--- config.mk ---
export PLATFORM = sky130hd
export DESIGN_NAME = status_mod_gen
export DESIGN_NICKNAME = d
export VERILOG_FILES = /design/src/rtl/rtc_status_pkg.sv /design/src/rtl/slot_counter.sv /design/src/rtl/status_mod_gen.sv
export SDC_FILE = /design/constraint.sdc
export NUM_CORES = 1
export LEC_CHECK = 0
export BUFFER_PORTS_ARGS = -buffer_cell sky130_fd_sc_hd__buf_2
export CAP_MARGIN = 20
export CORE_ASPECT_RATIO = 1.2
export CORE_MARGIN = 10
export CORE_UTILIZATION = 41
export CTS_CLUSTER_SIZE = 12
export DETAILED_ROUTE_END_ITERATION = 10
export PLACE_DENSITY = 0.69
export SLEW_MARGIN = 25
export SYNTH_ARGS = -nofsm -noshare
export SYNTH_HDL_FRONTEND = slang
export SYNTH_SLANG_ARGS = --single-unit
--- constraint.sdc ---
create_clock -name reloj -period 1.8 [get_ports reloj]
set_clock_uncertainty 0.15 [all_clocks]
set_input_delay 0.18 -clock reloj [delete_from_list [all_inputs] [get_ports reloj]]
set_output_delay 0.18 -clock reloj [all_outputs]
set_load 0.02 [all_outputs]
--- src/rtl/rtc_status_pkg.sv ---
// Shared types and constants for the RTC status-modify write path.
// Flag indices name the user flags in their default bit positions.
package rtc_status_pkg;

  typedef enum logic [2:0] {
    ST_IDLE,
    ST_SNAP,
    ST_COUNT,
    ST_PRESENT,
    ST_DONE
  } state_e;

  localparam int CTRL_MODE_DEF = 3;

  localparam int IDX_CRONO = 0;
  localparam int IDX_FH    = 1;
  localparam int IDX_AA    = 2;

endpackage

--- src/rtl/slot_counter.sv ---
// Counts qualified bus-slot ticks up to SLOT_CNT; saturates, never wraps.
// term is combinational: high on the tick that brings the count to SLOT_CNT.
module slot_counter #(
  parameter int SLOT_CNT = 2
) (
  input  logic clk,
  input  logic rst_n,
  input  logic clr,
  input  logic cnt_en,
  input  logic tick,
  output logic term
);

  localparam int CW = $clog2(SLOT_CNT + 1);

  logic [CW-1:0] cnt_q, cnt_d;

  always_comb begin
    cnt_d = cnt_q;
    term  = 1'b0;
    if (clr) begin
      cnt_d = '0;
    end else if (cnt_en && tick && (cnt_q != CW'(SLOT_CNT))) begin
      cnt_d = cnt_q + 1'b1;
      term  = (cnt_q == CW'(SLOT_CNT - 1));
    end
  end

  always_ff @(posedge clk) begin
    if (!rst_n) begin
      cnt_q <= '0;
    end else begin
      cnt_q <= cnt_d;
    end
  end

endmodule

--- src/rtl/status_mod_gen.sv ---
// Status-register write generator: snapshot flags, apply inhibit/mask, wait SLOT_CNT
// qualified ticks, then hold a write request until the bus writer acks it.
module status_mod_gen
  import rtc_status_pkg::*;
#(
  parameter int                   N_FLAGS        = 3,
  parameter int                   DATA_W         = 8,
  parameter int                   FLAG_LSB       = 3,
  parameter logic [N_FLAGS-1:0]   OUT_MASK       = 3'b011,
  parameter int                   INHIB_SRC      = IDX_AA,
  parameter logic [N_FLAGS-1:0]   INHIB_MASK     = 3'b001,
  parameter int                   SLOT_CNT       = 2,
  parameter int                   CTRL_W         = 2,
  parameter int                   CTRL_MODE      = CTRL_MODE_DEF,
  parameter bit                   SKIP_UNCHANGED = 1'b1
) (
  input  logic                reloj,
  input  logic                resetM,
  input  logic [CTRL_W-1:0]   Control,
  input  logic [N_FLAGS-1:0]  flags_in,
  input  logic                enable_cont_16,
  input  logic                enable_cont_MS,
  input  logic                wr_ack,
  output logic [DATA_W-1:0]   mod_s,
  output logic [N_FLAGS-1:0]  flag_en,
  output logic                wr_req,
  output logic                busy
);

  if (FLAG_LSB + N_FLAGS > DATA_W) begin : g_bad_width
    $error("status_mod_gen: flags do not fit in DATA_W");
  end
  if (SLOT_CNT < 1) begin : g_bad_slot
    $error("status_mod_gen: SLOT_CNT must be at least 1");
  end

  state_e               state_q, state_d;
  logic [N_FLAGS-1:0]   eff_q, eff_d;
  logic [N_FLAGS-1:0]   last_q, last_d;
  logic [N_FLAGS-1:0]   flag_en_q, flag_en_d;
  logic [DATA_W-1:0]    mod_s_q, mod_s_d;
  logic                 wr_req_q, wr_req_d;
  logic                 busy_q, busy_d;
  logic [N_FLAGS-1:0]   snap_eff;
  logic                 in_mode;
  logic                 cnt_clr;
  logic                 cnt_en;
  logic                 slot_term;

  assign in_mode  = (Control == CTRL_W'(CTRL_MODE));
  assign snap_eff = flags_in & ~(flags_in[INHIB_SRC] ? INHIB_MASK : '0) & OUT_MASK;

  slot_counter #(
    .SLOT_CNT (SLOT_CNT)
  ) u_slot_counter (
    .clk    (reloj),
    .rst_n  (resetM),
    .clr    (cnt_clr),
    .cnt_en (cnt_en),
    .tick   (enable_cont_16 && enable_cont_MS),
    .term   (slot_term)
  );

  always_comb begin
    state_d = state_q;
    eff_d   = eff_q;
    last_d  = last_q;
    cnt_clr = 1'b0;
    cnt_en  = 1'b0;
    case (state_q)
      ST_IDLE: begin
        if (in_mode) state_d = ST_SNAP;
      end
      ST_SNAP: begin
        cnt_clr = 1'b1;
        eff_d   = snap_eff;
        if (!in_mode) begin
          state_d = ST_IDLE;
        end else if (SKIP_UNCHANGED && (snap_eff == last_q)) begin
          state_d = ST_DONE;
        end else begin
          state_d = ST_COUNT;
        end
      end
      ST_COUNT: begin
        cnt_en = 1'b1;
        if (!in_mode) begin
          state_d = ST_IDLE;
        end else if (slot_term) begin
          state_d = ST_PRESENT;
        end
      end
      ST_PRESENT: begin
        // An ack beats a simultaneous mode exit: the write is committed.
        if (wr_ack) begin
          last_d  = eff_q;
          state_d = ST_DONE;
        end else if (!in_mode) begin
          state_d = ST_IDLE;
        end
      end
      ST_DONE: begin
        if (!in_mode) state_d = ST_IDLE;
      end
      default: state_d = ST_IDLE;
    endcase

    // Outputs are decoded from the next state so they are registered yet cycle-aligned.
    busy_d    = (state_d == ST_SNAP) || (state_d == ST_COUNT) || (state_d == ST_PRESENT);
    wr_req_d  = (state_d == ST_PRESENT);
    mod_s_d   = wr_req_d ? (DATA_W'(eff_d) << FLAG_LSB) : '0;
    flag_en_d = wr_req_d ? eff_d : '0;
  end

  always_ff @(posedge reloj) begin
    if (!resetM) begin
      state_q   <= ST_IDLE;
      eff_q     <= '0;
      last_q    <= '0;
      mod_s_q   <= '0;
      flag_en_q <= '0;
      wr_req_q  <= 1'b0;
      busy_q    <= 1'b0;
    end else begin
      state_q   <= state_d;
      eff_q     <= eff_d;
      last_q    <= last_d;
      mod_s_q   <= mod_s_d;
      flag_en_q <= flag_en_d;
      wr_req_q  <= wr_req_d;
      busy_q    <= busy_d;
    end
  end

  assign mod_s   = mod_s_q;
  assign flag_en = flag_en_q;
  assign wr_req  = wr_req_q;
  assign busy    = busy_q;

endmodule

-- After elaboration in Yosys (flattened, before gate mapping)
Cells that the tools add are included.
- add/sub/neg operators: 1
- $mul: 0
- div/mod/pow operators: 0
- order comparisons: 0
- equal/unequal tests: 11
- shift-type cells: 0
- multiplexer cells: 14
- bitwise gates (word level): 3
- reductions and logical operators: 9
- operators with widths (kind ; count):
    $mux W3 ; 8
    $pmux W3 S5 ; 1
    $eq A3 B2 Y1 const B ; 4
    $eq A3 B1 Y1 const B ; 2
    $mux W1 ; 5
    $reduce_and A2 Y1 ; 2
    $eq A2 B3 Y1 ; 1
    $eq A3 B3 Y1 const B ; 1
    $logic_and A1 B1 Y1 ; 3
    $logic_not A3 Y1 ; 1
    $add A2 B1 Y2 const B ; 1
    $and A2 B2 Y2 ; 1
    $eq A2 B1 Y1 const B ; 1
    $eq A2 B2 Y1 const B ; 1
    $logic_or A1 B1 Y1 ; 2
    $ne A2 B2 Y1 const B ; 1
    $not A1 Y2 ; 1
    $reduce_or A2 Y1 ; 1
    $not A1 Y1 ; 1
- register bits: 21
- bits in latches: 0
- bits in writable memories: 0
- ROM bits: 0
- output and inout port bits: 13
- memories: 0

-- Logic depth before layout (Yosys ltp)
- depth after elaboration: 12
- depth in mapped cells: 6
- mapped depth without buffers: 6

-- Modules after synthesis
Synthesis repeated with hierarchy kept, for this count alone.
- cells, all modules: 85
- area total of the unflattened synthesis: 802.0 um^2
- modules (own cells, without submodules) (module ; instances ; cells an instance ; area each (um^2) ; seq. area each (um^2)):
    status_mod_gen ; 1 ; 71 ; 664.4 ; 280.3
    slot_counter ; 1 ; 14 ; 137.6 ; 40.0

-- Worst setup path after synthesis
OpenSTA, ideal clock, no wires.
- path type: register -> register
- from: register u_slot_counter.cnt_q[0]
- to: register u_slot_counter.cnt_q[1]
- library setup time: 0.086 ns
- arrival: 1.273 ns
- data required time: 1.564 ns
- setup slack: 0.292 ns
- stages on the path, launching flop included: 7
- buffers on the path: 0
- path through: dfxtp_1 inv_1 ha_1 and4bb_1 and3_2 nor2_1 a211oi_1
- longest elaborated chain between the ends: 2
- elaborated cells on any way between the ends: 3
- those cells by class: add/sub: 1; eq/ne: 1; reduce/logical: 1
- ends and longest elaborated chain (what ; line ; source):
    start: declaration ; slot_counter.sv:16 ; logic [CW-1:0] cnt_q, cnt_d;
    start signal: assignment ; slot_counter.sv:33 ; cnt_q <= cnt_d;
    parallel branches: the longest is 2 deep, another holds $add A2 B1 Y2 ; n/a ;
Several ways; the timed one is not identified.
A chain may end at the register's enable or synchronous reset.

-- Worst setup path after layout
Ends and elaborated chain as after synthesis.

==> summary by stage <==
Outcome
The run finished with clean final reports.

Place
After detailed placement, the design holds a cell count of 112. The congestion estimate from routability-driven global placement came to 0.7795. The estimated wirelength of the detail-placed design is 1.133 mm. Port buffering added 17 buffers.

CTS
The post-CTS setup-driven buffer insertion count is 0. The quantity of hold-fixing buffers added after cts is 0. The clock reaches the later pin of the worst-skew pair after 0.29 ns. The maximum root-to-sink buffer count is 2. Clock-pin slew was measured on the worst setup and hold paths at ~0.1 ns. The number of sinks driven by the clock tree is 16. CTS built an H-tree with a depth of 1. The tree is rooted in a sky130_fd_sc_hd__clkbuf_4. TritonCTS built the clock tree. After clock tree synthesis, the repair step resized 0 gates. The total CTS buffers is 3.

Pwr
The total power per unit cell area is 763.8 mW/mm^2. The clock network burns 36.8% of the power. The net switching component of the power is 0.0001522 W.

The internal power contribution is between 0.0005 and 0.0006 W. The share of total power dissipated in sequential elements is about 55%. For this design the static power due to leakage is 0.3849 nW.

The largest voltage drop on the vdd net is 0.4354 mV. The share of total power dissipated in combinational logic is 7.9%. The switching portion of total power is a little under a quarter.

Critical path
The register-to-register setup slack is 0.18 ns. The slowest stage of the critical path is the sky130_fd_sc_hd__dfxtp_1 cell. At the worst endpoint, the arrival time is 1.67 ns. The critical path required time is 1.85 ns. The maximum fanout count along the critical path is 4. The endpoint of the lowest-slack register-to-register path is u_slot_counter.cnt_q[1]. The count of cells along the worst register-to-register path is 6. The critical path goes through inv_1 > ha_1 > and4bb_1 > and3_2 > nor2_1 > a211oi_1. The worst register-to-register path begins at u_slot_counter.cnt_q[0]. The setup path with the least slack is of type flop to flop. The worst setup path is captured at a flop.

The peak per-stage delay on the critical path is 0.38 ns. STA classifies the critical path startpoint as a flop.

Final layout
The fraction of final layout cells with drive strength greater than 1 is 27.55%. The multi-input combinational cells in the finished layout cover a total of 367.9 um^2. The finished layout holds 116 standard cells, fillers aside. The count of filler cells inserted in the layout is roughly 180. 0 antenna diodes ended up in the layout. The post-synthesis to final-layout area growth is 13.46%.

The area used by sequential logic in the layout is 320.3 um^2. The total number of nets in the final design is 111.

Hold path
The type of the worst min-delay path is primary input to flop. The worst hold endpoint is eff_q[1]. The worst hold path passes through 3 cells. The startpoint identified for the worst hold timing path is flags_in[1].

Timing
Setup repair after global routing left no endpoint under its margin. The tightest hold path in the finished design has a slack of 0.008061 ns. The number of slew-limit violations in the final report came to 0. The summed negative setup slack over all endpoints is 0 ns. The total count of hold-check failures in the final report is 0. The total setup violations reported at the end of the flow is 0. The final critical delay including setup and external delays is 1.618 ns. The achievable frequency is 0.6180 GHz. The final cycle utilization of the critical path is about 90%.

Run
The max-capacitance violation count is 0.

Synth
The share of the yosys chip area belonging to registers is 42.52%. The number of warnings printed during yosys synthesis is 0. After technology mapping, the gate count stands at 81. In this run the mean area of a mapped cell was between 9 and 10 um^2.

The area fraction of the dominant cell type after synthesis is 42.52%. The netlist uses 31 different library cells. Yosys attributes the largest share of cell area to sky130_fd_sc_hd__dfxtp_1, sky130_fd_sc_hd__buf_4, sky130_fd_sc_hd__nor2b_1.

The number of register bits inferred by synthesis is 16. The largest total area in the synthesized netlist belongs to sky130_fd_sc_hd__dfxtp_1. Summing every instance area after synthesis gives about 750 um^2.

Global routing
The initial antenna violation count is 0. The maximum number of pins on one net before global-route repair is 13. The global routing usage summed across all routing layers is about 8.1%.

The via count of the first global-routing pass is 626. The first-pass GRT wire length is between 2 and 3 mm. The total congestion overflow is 0.

Die
The vertical die dimension is 66.95 um. The die outline width is 59.13 um. The die covers approximately 0.004 mm^2. Row generation in the floorplan step produced 16 rows. The core region is approximately 0.0017 mm^2. The effective utilization at floorplan is 44.79%. The top-level I/O count is 23.

Routing
After detailed routing, the number of remaining DRC violations is 0. The first-pass iteration count of the detailed router is 4. The first routing iteration left 13 violations. The via count normalized by instance count is 5.190. In this run the remaining antenna-violating nets after routing total 0. The average wire per cell in the routed design is 12.67 um.

Summed over all layers, the routed wires come to 1.470 mm. Across all layers, the routed design uses 602 vias.
-- cell usage in the layout, fill, tap and decap left out, types with 2 or more instances in the layout --
cell	count
sky130_fd_sc_hd__buf_2	17
sky130_fd_sc_hd__dfxtp_1	16
sky130_fd_sc_hd__nor2_1	7
sky130_fd_sc_hd__nor2b_1	5
sky130_fd_sc_hd__conb_1	5
sky130_fd_sc_hd__inv_1	4
sky130_fd_sc_hd__nand2_1	4
sky130_fd_sc_hd__o21ai_0	3
sky130_fd_sc_hd__a21oi_1	3
sky130_fd_sc_hd__nor4_1	3
sky130_fd_sc_hd__clkbuf_4	3
sky130_fd_sc_hd__nand2b_1	2
sky130_fd_sc_hd__xor2_1	2
sky130_fd_sc_hd__and2_1	2
sky130_fd_sc_hd__a21boi_0	2
sky130_fd_sc_hd__mux2i_1	2
sky130_fd_sc_hd__ha_1	2
-- through the flow --
stage / util, % / total power, W / area (um^2) / worst slack (ns)
detailed placement: 48.66 / 0.0004198 / 818.3 / 0.1798
global placement: 48.66 / 0.0004194 / 818.3 / 0.2261
floorplan: - / 0.0004067 / 768.2 / 0.2915
finish: 50.82 / 0.0006528 / 854.6 / 0.1819
global route: 50.82 / 0.0006843 / 854.6 / 0.02873
CTS: 50.82 / 0.0006607 / 854.6 / 0.1494
-- critical path, delay by kind of cell (launching register included) --
kind                     cells  cell delay [ns]
buffers and inverters        1             0.06
AND/OR/NAND/NOR              3             0.57
AO/OA/AOI/OAI                1             0.20
flip-flops                   1             0.38
adder cells (fa/ha/maj)      1             0.18
-- power by group through the flow --
stage / logic, W / clock network (W) / registers, W
after CTS: 0.0000512 / 0.000248 / 0.000361
after global placement: 0.0000502 / 0 / 0.000369
after detailed placement: 0.0000505 / 0 / 0.000369
after global routing: 0.0000574 / 0.000265 / 0.000362
final: 0.0000515 / 0.000240 / 0.000361
after floorplan: 0.0000365 / 0 / 0.000370
-- worst max-delay path by stage --
stage,to,from,depth (start not counted),slack [ns]
floorplan,u_slot_counter.cnt_q[1],u_slot_counter.cnt_q[0],6,0.29
global route,mod_s[4],u_slot_counter.cnt_q[0],6,0.03
CTS,u_slot_counter.cnt_q[1],u_slot_counter.cnt_q[0],6,0.15
global placement,u_slot_counter.cnt_q[1],u_slot_counter.cnt_q[0],6,0.23
detailed placement,u_slot_counter.cnt_q[1],u_slot_counter.cnt_q[0],6,0.18
finish,u_slot_counter.cnt_q[1],u_slot_counter.cnt_q[0],6,0.18
-- per-layer routing --
layer | share of wire (%) | wire length [um] | global-route usage [%]
met1 | 42 | 614 | 8.742
met5 | 0 | 0 | 0
met3 | 8.2 | 121 | 2.277
met2 | 47 | 696 | 13.16
met4 | 2.6 | 38 | 6.034
-- registers in the layout (all words and copies together) (netlist names) --
signal and count:
busy 1, eff_q 3, u_slot_counter.cnt_q 2, wr_req 1
last_q 3, mod_s 3, state_q 3
-- cells in the mapped netlist --
cell                        n
sky130_fd_sc_hd__dfxtp_1   16
sky130_fd_sc_hd__buf_4      8
sky130_fd_sc_hd__nor2_1     7
sky130_fd_sc_hd__nor2b_1    5
sky130_fd_sc_hd__inv_1      4
sky130_fd_sc_hd__nand2_1    4
sky130_fd_sc_hd__a21oi_1    3
sky130_fd_sc_hd__nor4_1     3
sky130_fd_sc_hd__o21ai_0    3
sky130_fd_sc_hd__a21boi_0   2
sky130_fd_sc_hd__and2_1     2
sky130_fd_sc_hd__ha_1       2
sky130_fd_sc_hd__mux2i_1    2
sky130_fd_sc_hd__nand2b_1   2
sky130_fd_sc_hd__xor2_1     2
sky130_fd_sc_hd__a211oi_1   1
sky130_fd_sc_hd__a21o_1     1
sky130_fd_sc_hd__a22o_1     1
sky130_fd_sc_hd__a41oi_2    1
sky130_fd_sc_hd__and3_1     1
sky130_fd_sc_hd__and3_2     1
sky130_fd_sc_hd__and4bb_1   1
sky130_fd_sc_hd__buf_2      1
sky130_fd_sc_hd__conb_1     1
sky130_fd_sc_hd__nand3_2    1
sky130_fd_sc_hd__nand4_1    1
sky130_fd_sc_hd__nand4b_1   1
sky130_fd_sc_hd__nor3_2     1
sky130_fd_sc_hd__o22ai_1    1
sky130_fd_sc_hd__or2_4      1
sky130_fd_sc_hd__xnor2_1    1
-- kinds of logic after synthesis --
kind of cell / Yosys count / share of synthesized area, %
buffers and inverters: 13 / 10.63
other: 1 / 0.4979
XOR/XNOR: 3 / 3.489
flip-flops: 16 / 42.53
multiplexers: 2 / 2.658
AND/OR/NAND/NOR: 31 / 24.75
adder cells (fa/ha/maj): 2 / 3.322
AO/OA/AOI/OAI: 13 / 12.13
-- area by class of cell --
cell class | instances | area share [%]
well taps | 18 | 2.635
repair buffers | 18 | 10.83
clock buffers | 4 | 4.246
inverters | 4 | 1.757
multi-input cells | 56 | 43.05
flip-flops and latches | 16 | 37.48
Note: power is estimated with default switching activity, not from simulation.
